--- config.mk ---
export PLATFORM = sky130hd
export DESIGN_NAME = fuel_level_filter
export DESIGN_NICKNAME = d
export VERILOG_FILES = /design/src/rtl/fuel_level_filter.sv
export SDC_FILE = /design/constraint.sdc
export NUM_CORES = 1
export LEC_CHECK = 0
export CORE_MARGIN = 1.5
export CORE_UTILIZATION = 60
export DETAILED_ROUTE_END_ITERATION = 8
export HOLD_SLACK_MARGIN = 0.02
export PLACE_DENSITY = 0.89
export REMOVE_ABC_BUFFERS = 1
export SLEW_MARGIN = 5
export SYNTH_ARGS = -nofsm -noshare
export SYNTH_HDL_FRONTEND = slang
export SYNTH_SLANG_ARGS = --single-unit
--- constraint.sdc ---
create_clock -name clk -period 4.92 [get_ports clk]
set_input_delay 1.23 -clock clk [delete_from_list [all_inputs] [get_ports clk]]
set_output_delay 1.23 -clock clk [all_outputs]
set_load 0.05 [all_outputs]
--- src/rtl/fuel_level_filter.sv ---
// Ultrasonic fuel-level filter: rejects bad echo samples, averages good ones over a
// power-of-two sliding window and converts the average to distance and level in mm.
module fuel_level_filter #(
  parameter int WIN_LOG2       = 2,
  parameter int SCALE_MUL      = 225,
  parameter int SCALE_SHIFT    = 16,
  parameter int TANK_HEIGHT_MM = 1500,
  parameter int MIN_COUNT      = 5000,
  parameter int FAULT_COUNT    = 3
) (
  input  logic        clk,
  input  logic        rst,
  input  logic [20:0] raw_count,
  input  logic        sample_strobe,
  input  logic        sample_timeout,
  output logic [15:0] distance_mm,
  output logic [15:0] level_mm,
  output logic        level_valid,
  output logic        window_full,
  output logic        fault
);

  localparam int DEPTH  = 1 << WIN_LOG2;
  localparam int SUM_W  = 21 + WIN_LOG2;
  localparam int FILL_W = WIN_LOG2 + 1;
  localparam int PROD_W = 37;
  localparam int BAD_W  = $clog2(FAULT_COUNT + 1);

  localparam logic [20:0]       MIN_C   = 21'(MIN_COUNT);
  localparam logic [FILL_W-1:0] DEPTH_C = FILL_W'(DEPTH);
  localparam logic [BAD_W-1:0]  FAULT_C = BAD_W'(FAULT_COUNT);
  localparam logic [PROD_W-1:0] MUL_C   = PROD_W'(SCALE_MUL);
  localparam logic [PROD_W-1:0] SAT_C   = PROD_W'(16'hFFFF);
  localparam logic [15:0]       TANK_C  = 16'(TANK_HEIGHT_MM);

  typedef enum logic {FILL, RUN} state_t;

  state_t              state;
  logic [20:0]         window [DEPTH];
  logic [WIN_LOG2-1:0] wr_ptr;
  logic [FILL_W-1:0]   fill;
  logic [SUM_W-1:0]    sum;
  logic [BAD_W-1:0]    bad_cnt;
  logic                v1, v2;
  logic [PROD_W-1:0]   prod;

  logic                good, bad, full_next;
  logic [20:0]         oldest;
  logic [FILL_W-1:0]   fill_next;
  logic [BAD_W-1:0]    bad_next;
  logic [PROD_W-1:0]   shifted;
  logic [15:0]         dist_sat, level_calc;

  // NOTE: every always_comb output gets a default first so no path can infer a latch.
  always_comb begin
    good       = sample_strobe && !sample_timeout && (raw_count >= MIN_C);
    bad        = sample_strobe && !good;
    oldest     = (fill == DEPTH_C) ? window[wr_ptr] : '0;
    fill_next  = (fill == DEPTH_C) ? fill : fill + FILL_W'(1);
    full_next  = (fill_next == DEPTH_C);
    bad_next   = (bad_cnt == FAULT_C) ? bad_cnt : bad_cnt + BAD_W'(1);
    shifted    = prod >> SCALE_SHIFT;
    dist_sat   = (shifted > SAT_C) ? 16'hFFFF : shifted[15:0];
    level_calc = (dist_sat >= TANK_C) ? 16'd0 : TANK_C - dist_sat;
  end

  assign window_full = (state == RUN);

  // Stage 1: window, running sum, fill/fault bookkeeping and the FILL/RUN state.
  always_ff @(posedge clk) begin
    if (rst) begin
      // NOTE: the window is cleared on reset so the running sum never subtracts stale data.
      for (int i = 0; i < DEPTH; i++) window[i] <= '0;
      state   <= FILL;
      wr_ptr  <= '0;
      fill    <= '0;
      sum     <= '0;
      bad_cnt <= '0;
      fault   <= 1'b0;
      v1      <= 1'b0;
    end else begin
      // NOTE: sequential state uses non-blocking assignments so every read sees the pre-edge value.
      v1 <= good && full_next;
      if (good) begin
        window[wr_ptr] <= raw_count;
        wr_ptr         <= wr_ptr + WIN_LOG2'(1);
        sum            <= sum + SUM_W'(raw_count) - SUM_W'(oldest);
        fill           <= fill_next;
        bad_cnt        <= '0;
        fault          <= 1'b0;
        if (state == FILL && full_next) state <= RUN;
      end else if (bad) begin
        bad_cnt <= bad_next;
        fault   <= (bad_next == FAULT_C);
      end
    end
  end

  // Stages 2 and 3: average and scale, then saturate and convert to level.
  always_ff @(posedge clk) begin
    if (rst) begin
      v2          <= 1'b0;
      prod        <= '0;
      distance_mm <= '0;
      level_mm    <= '0;
      level_valid <= 1'b0;
    end else begin
      v2          <= v1;
      prod        <= PROD_W'(sum[SUM_W-1:WIN_LOG2]) * MUL_C;
      level_valid <= v2;
      if (v2) begin
        distance_mm <= dist_sat;
        level_mm    <= level_calc;
      end
    end
  end

endmodule

* Yosys cells after proc, flatten, opt, wreduce, memory -nomap -nowiden
Memories as Yosys holds them, arrays and structs flattened. A register that Yosys moved wholly into a read port is not among the register bits. Cells that the tools add are included.
Cells by class: $add $sub $neg 6, multipliers 1, magnitude comparators 3, equality and inequality tests 4, multiplexer cells 15, bitwise operators 1, reductions and logical operators 10
Operator list (number):
- 2-to-1 mux 21 bit | 2
- 2-to-1 mux 16 bit | 2
- multiplier 21 x 8 -> 29 bit (second input constant) | 1
- adder 23 x 21 -> 23 bit | 1
- subtractor 23 x 21 -> 23 bit | 1
- greater-or-equal comparator 21 x 13 -> 1 bit (second input constant) | 1
- greater-than comparator 21 x 16 -> 1 bit (second input constant) | 1
- OR reduction 21 bit | 1
- greater-or-equal comparator 16 x 11 -> 1 bit (second input constant) | 1
- subtractor 11 x 16 -> 16 bit (first input constant) | 1
- 2-to-1 mux 2 bit | 4
- equality test 3 bit (second input constant) | 2
- 2-to-1 mux 1 bit | 6
- logical AND 1 bit | 5
- adder 2 x 1 -> 2 bit (second input constant) | 2
- equality test 2 bit (second input constant) | 2
- adder 3 x 1 -> 3 bit (second input constant) | 1
- 2-to-1 mux 3 bit | 1
- logical NOT 1 bit | 2
- AND reduction 2 bit | 1
- OR reduction 2 bit | 1
- NOT 1 bit | 1
Storage, ports and cells: register bits 104, bits in writable memories 84, output and inout port bits 35, memories kept 1
Memory list:
- window | depth 4, bits a word 21, read ports 1, clocked after Yosys merged registers in 1, write ports 4, line 39 | logic [20:0] window [DEPTH];

* Logic depth before layout (Yosys ltp)
depth in word-level cells 8, depth in mapped cells 17, gate-level depth less buffers 16

* Worst setup path before layout
OpenSTA, ideal clock, no wires.
kind reg2reg, from register sum[11], to register prod[27], setup time 0.123 ns, arrival 3.832 ns, data required time 4.797 ns, path slack 0.965 ns, stages on the path, launching flop included 16, buffers on the path 1, clock period less this slack 3.955 ns, path through dfxtp_1 inv_1 fa_1 inv_1 ha_1 fa_1 ha_1 ha_1 buf_2 a21o_1 a21o_1 a21oi_1 o21ai_1 a2111o_1 nand3_1 mux2_1
Between the ends: cells in the longest elaborated chain, start to end 1
Ends and longest elaborated chain:
- start: declaration | line 42 | logic [SUM_W-1:0] sum;
- start signal: assignment | line 87 | sum <= sum + SUM_W'(raw_count) - SUM_W'(oldest);
- multiplier 21 x 8 -> 29 bit | line 109 | prod <= PROD_W'(sum[SUM_W-1:WIN_LOG2]) * MUL_C;
- end signal: assignment | line 109
- end: declaration | line 45 | logic [PROD_W-1:0] prod;
No other way between the ends. A chain may end at the register's enable or synchronous reset.

* Final worst setup path
Same ends and word-level chain as after synthesis.

==> reports/results.tsv <==
stage	metric	value	unit
clock_tree	cts-htree-levels	4	
clock_tree	root_buffer	clkbuf_16	
routing	route.met2.wl	12.36	mm
routing	wl_per_cell	18.60	µm
global_routing	grt_pass1_vias	8154	
outcome	status	finished clean	
sta	worst_slack	0.5557	ns
routing	vias_per_cell	6.093	
synthesis	synth_top_area_share	23.37	%
routing	vias	7994	
power_and_ir_drop	vdd_drop_max	0.2903	mV
floorplanning	die_area	0.01881	mm²
floorplanning	num_rows	48	
placement	gp_congestion	0.8941	
sta	final.min_clock_period	4.364	ns
synthesis	synth.most_common_cell	inv_1	
routing	drt-met1-wl	9.661	mm
worst_setup_path	max_stage_delay	0.59	ns
worst_setup_path	endpoint_kind	flip-flop	
routing	first_iter_violations	546	
cells_and_area	antennaDiodeCount	0	
worst_setup_path	required	5.24	ns
hold_path	min_path_type	reg -> reg	
floorplanning	io_pins	60	
global_routing	grt_max_degree	70	
synthesis	synthArstFlopShare	0	%
worst_setup_path	cp_top_family	adder cells	
routing	routed-wl-met3	1.736	mm
sta	clock_skew	0.01733	ns
floorplanning	initial_core_util	61.98	%
routing	totalWireLength	24.40	mm
synthesis	synth_seq_cells	163	
sta	maxSlewViolCount	0	
clock_tree	clkLatencyLatePin	0.44	ns
clock_tree	tritoncts	yes	
sta	setup_tns	0	ns
placement	port_buffers	56	
global_routing	grt_first_pass_wirelength	39.90	mm
synthesis	netlist_area	0.01080	mm²
sta	setup_viol	0	
routing	drc	0	
sta	slew_headroom	22.29	%
worst_setup_path	critPathKind	reg -> reg	
synthesis	avgSynthCellArea	10.45	µm²
floorplanning	die_w	137.1	µm
global_routing	grt_usage	27.63	%
sta	worstMarginPinSlew	1.164	ns
power_and_ir_drop	power_density	374.2	mW/mm²
clock_tree	ctsResizeCount	0	
placement	place_ws	0.4606	ns
sta	period_share	88.70	%
worst_setup_path	worst_ep_arrival_time	4.69	ns
synthesis	yosys-top-cells-count	130 x inv_1, 99 x ha_1, 84 x edfxtp_1	
clock_tree	clk_pin_slew_worst_paths	0.07	ns
synthesis	synth-seq-area-share	38.02	%
synthesis	synth_warnings	0	
global_routing	grt_overflow	0	
power_and_ir_drop	total_power	4.533	mW
cells_and_area	drive_above_1_share	7.452	%
placement	dp_hpwl	17.32	mm
synthesis	syn_inst	1033	
floorplanning	coreArea	0.01742	mm²
routing	dr.pass1.iters	7	
worst_setup_path	start_kind	flip-flop	
clock_tree	cts_setup_buffers	0	
worst_setup_path	crit_path_max_fanout	8	
synthesis	synth-edff-count	84	
sta	final-hold-violation-count	0	
sta	rsz0062_at_grt	no	
routing	highest_layer	met4	
clock_tree	cts_sinks	163	
worst_setup_path	cpMostUsedCell	ha_1	
power_and_ir_drop	p_leak	5.413	nW
routing	antenna_left	0	
worst_setup_path	crit_slowest_cell	fa_1	
floorplanning	die_y	137.1	µm
flow_run	drv_cap	0	
cells_and_area	area_growth	12.23	%
synthesis	synth_top_cell_by_area	edfxtp_1	
global_routing	antenna_found_initial	0	
worst_setup_path	cp.buffers_inverters	2	
synthesis	synth_area_leaders	edfxtp_1 23%, dfxtp_1 15%, ha_1 11%, fa_1 10%, inv_1 4.5%	
synthesis	synth-main-ff-cell	edfxtp_1	
cells_and_area	final_nets	1252	
sta	fmax	229.1	MHz
clock_tree	cts_hold_buf	0	
synthesis	synth_cell_types	70	
clock_tree	clk_path_buf_depth	2	
clock_tree	cts_buffers	17	
cells_and_area	fillers	1187	
worst_setup_path	crit_chain	inv_1 -> fa_1 -> inv_1 -> ha_1 -> fa_1 -> ha_1 -> ha_1 -> a21o_1 -> a21o_1 -> a21oi_1 -> o21ai_1 -> a2111o_1 -> nand3_1 -> mux2_1	
==> final cells by class <==
cell class | instances | area (µm²) | share of cell area, %
sequential | 163 | 4104 | 33.87
clock buffer | 17 | 425.4 | 3.511
clock inverter | 15 | 177.7 | 1.466
timing repair buffer | 68 | 658.1 | 5.432
tap | 225 | 281.5 | 2.324
multi-input combinational | 694 | 5981 | 49.36
inverter | 130 | 488.0 | 4.028
==> worst paths after layout <==
check,slack [ns],from,endpoint,cells after the start
max,0.56,sum[11],prod[27],14
min,0.45,v1,v2,1
max reg2reg,0.56,sum[11],prod[27],14
min reg2reg,0.45,v1,v2,1
==> per-layer routing <==
metal / vias up / global-route usage, %
met1: 3864 / 33.76
met5: - / 0
li1: 3698 / -
met4: 0 / 10.06
met2: 372 / 48.35
met3: 60 / 5.630
==> state kept, by name, summed over array words and instances, names as in the netlist, named ones only <==
signal,cells
fill,3
v1,1
v2,1
window,84
wr_ptr,2
sum,23
window_full,1
level_mm,16
distance_mm,13
level_valid,1
bad_cnt,2
fault,1
prod,13
==> worst register-to-register path, cell delays in order, from the launching register on <==
cell      delay [ns]
dfxtp_1         0.39
inv_1           0.20
fa_1            0.59
inv_1           0.05
ha_1            0.31
fa_1            0.47
ha_1            0.32
ha_1            0.41
a21o_1          0.22
a21o_1          0.17
a21oi_1         0.14
o21ai_1         0.18
a2111o_1        0.41
nand3_1         0.10
mux2_1          0.31
==> through the flow <==
| step | util [%] | hold WS (ns) | cell area, µm² | instances |
|---|---|---|---|---|
| after global placement | 66.10 | 0.4319 | 11510 | 1280 |
| after floorplan | - | 0.4138 | 10560 | 987 |
| final | 69.56 | 0.4469 | 12120 | 1312 |
| after global routing | 69.56 | 0.4776 | 12120 | 1312 |
| after CTS | 69.56 | 0.4540 | 12120 | 1312 |
| after detailed placement | 66.10 | 0.4335 | 11510 | 1280 |
==> kinds of logic (layout without fill, tap and decap cells) <==
group | Yosys count | count (layout) | share of synthesized area, %
buf+inv | 178 | 230 | 6.745
simple gates | 300 | 300 | 14.68
fa+ha+maj | 153 | 153 | 21.49
flops | 163 | 163 | 38.02
xor+xnor | 30 | 30 | 2.434
other cells | 1 | 3 | 0.03474
compound gates | 170 | 170 | 10.61
mux | 38 | 38 | 5.992
==> power by group <==
part           internal, mW  total, mW  switching (mW)  leakage [nW]
Sequential             1.53       1.64           0.103          1.50
Clock                 0.731       1.37           0.644         0.295
Combinational         0.626       1.52           0.896          3.62
==> layout by cell type (no fill, tap or decap), types with 21 or more instances in the layout <==
cell	n
edfxtp_1	84
nor4_1	25
nor2b_1	31
dfxtp_1	79
and2_1	28
and3_1	27
mux4_2	21
a21o_1	24
a21oi_1	54
fa_1	54
inv_1	130
ha_1	99
nand2_1	46
nor2_1	73
o21ai_0	22
clkdlybuf4s50_1	55
Power figures use the tool's default switching activity.
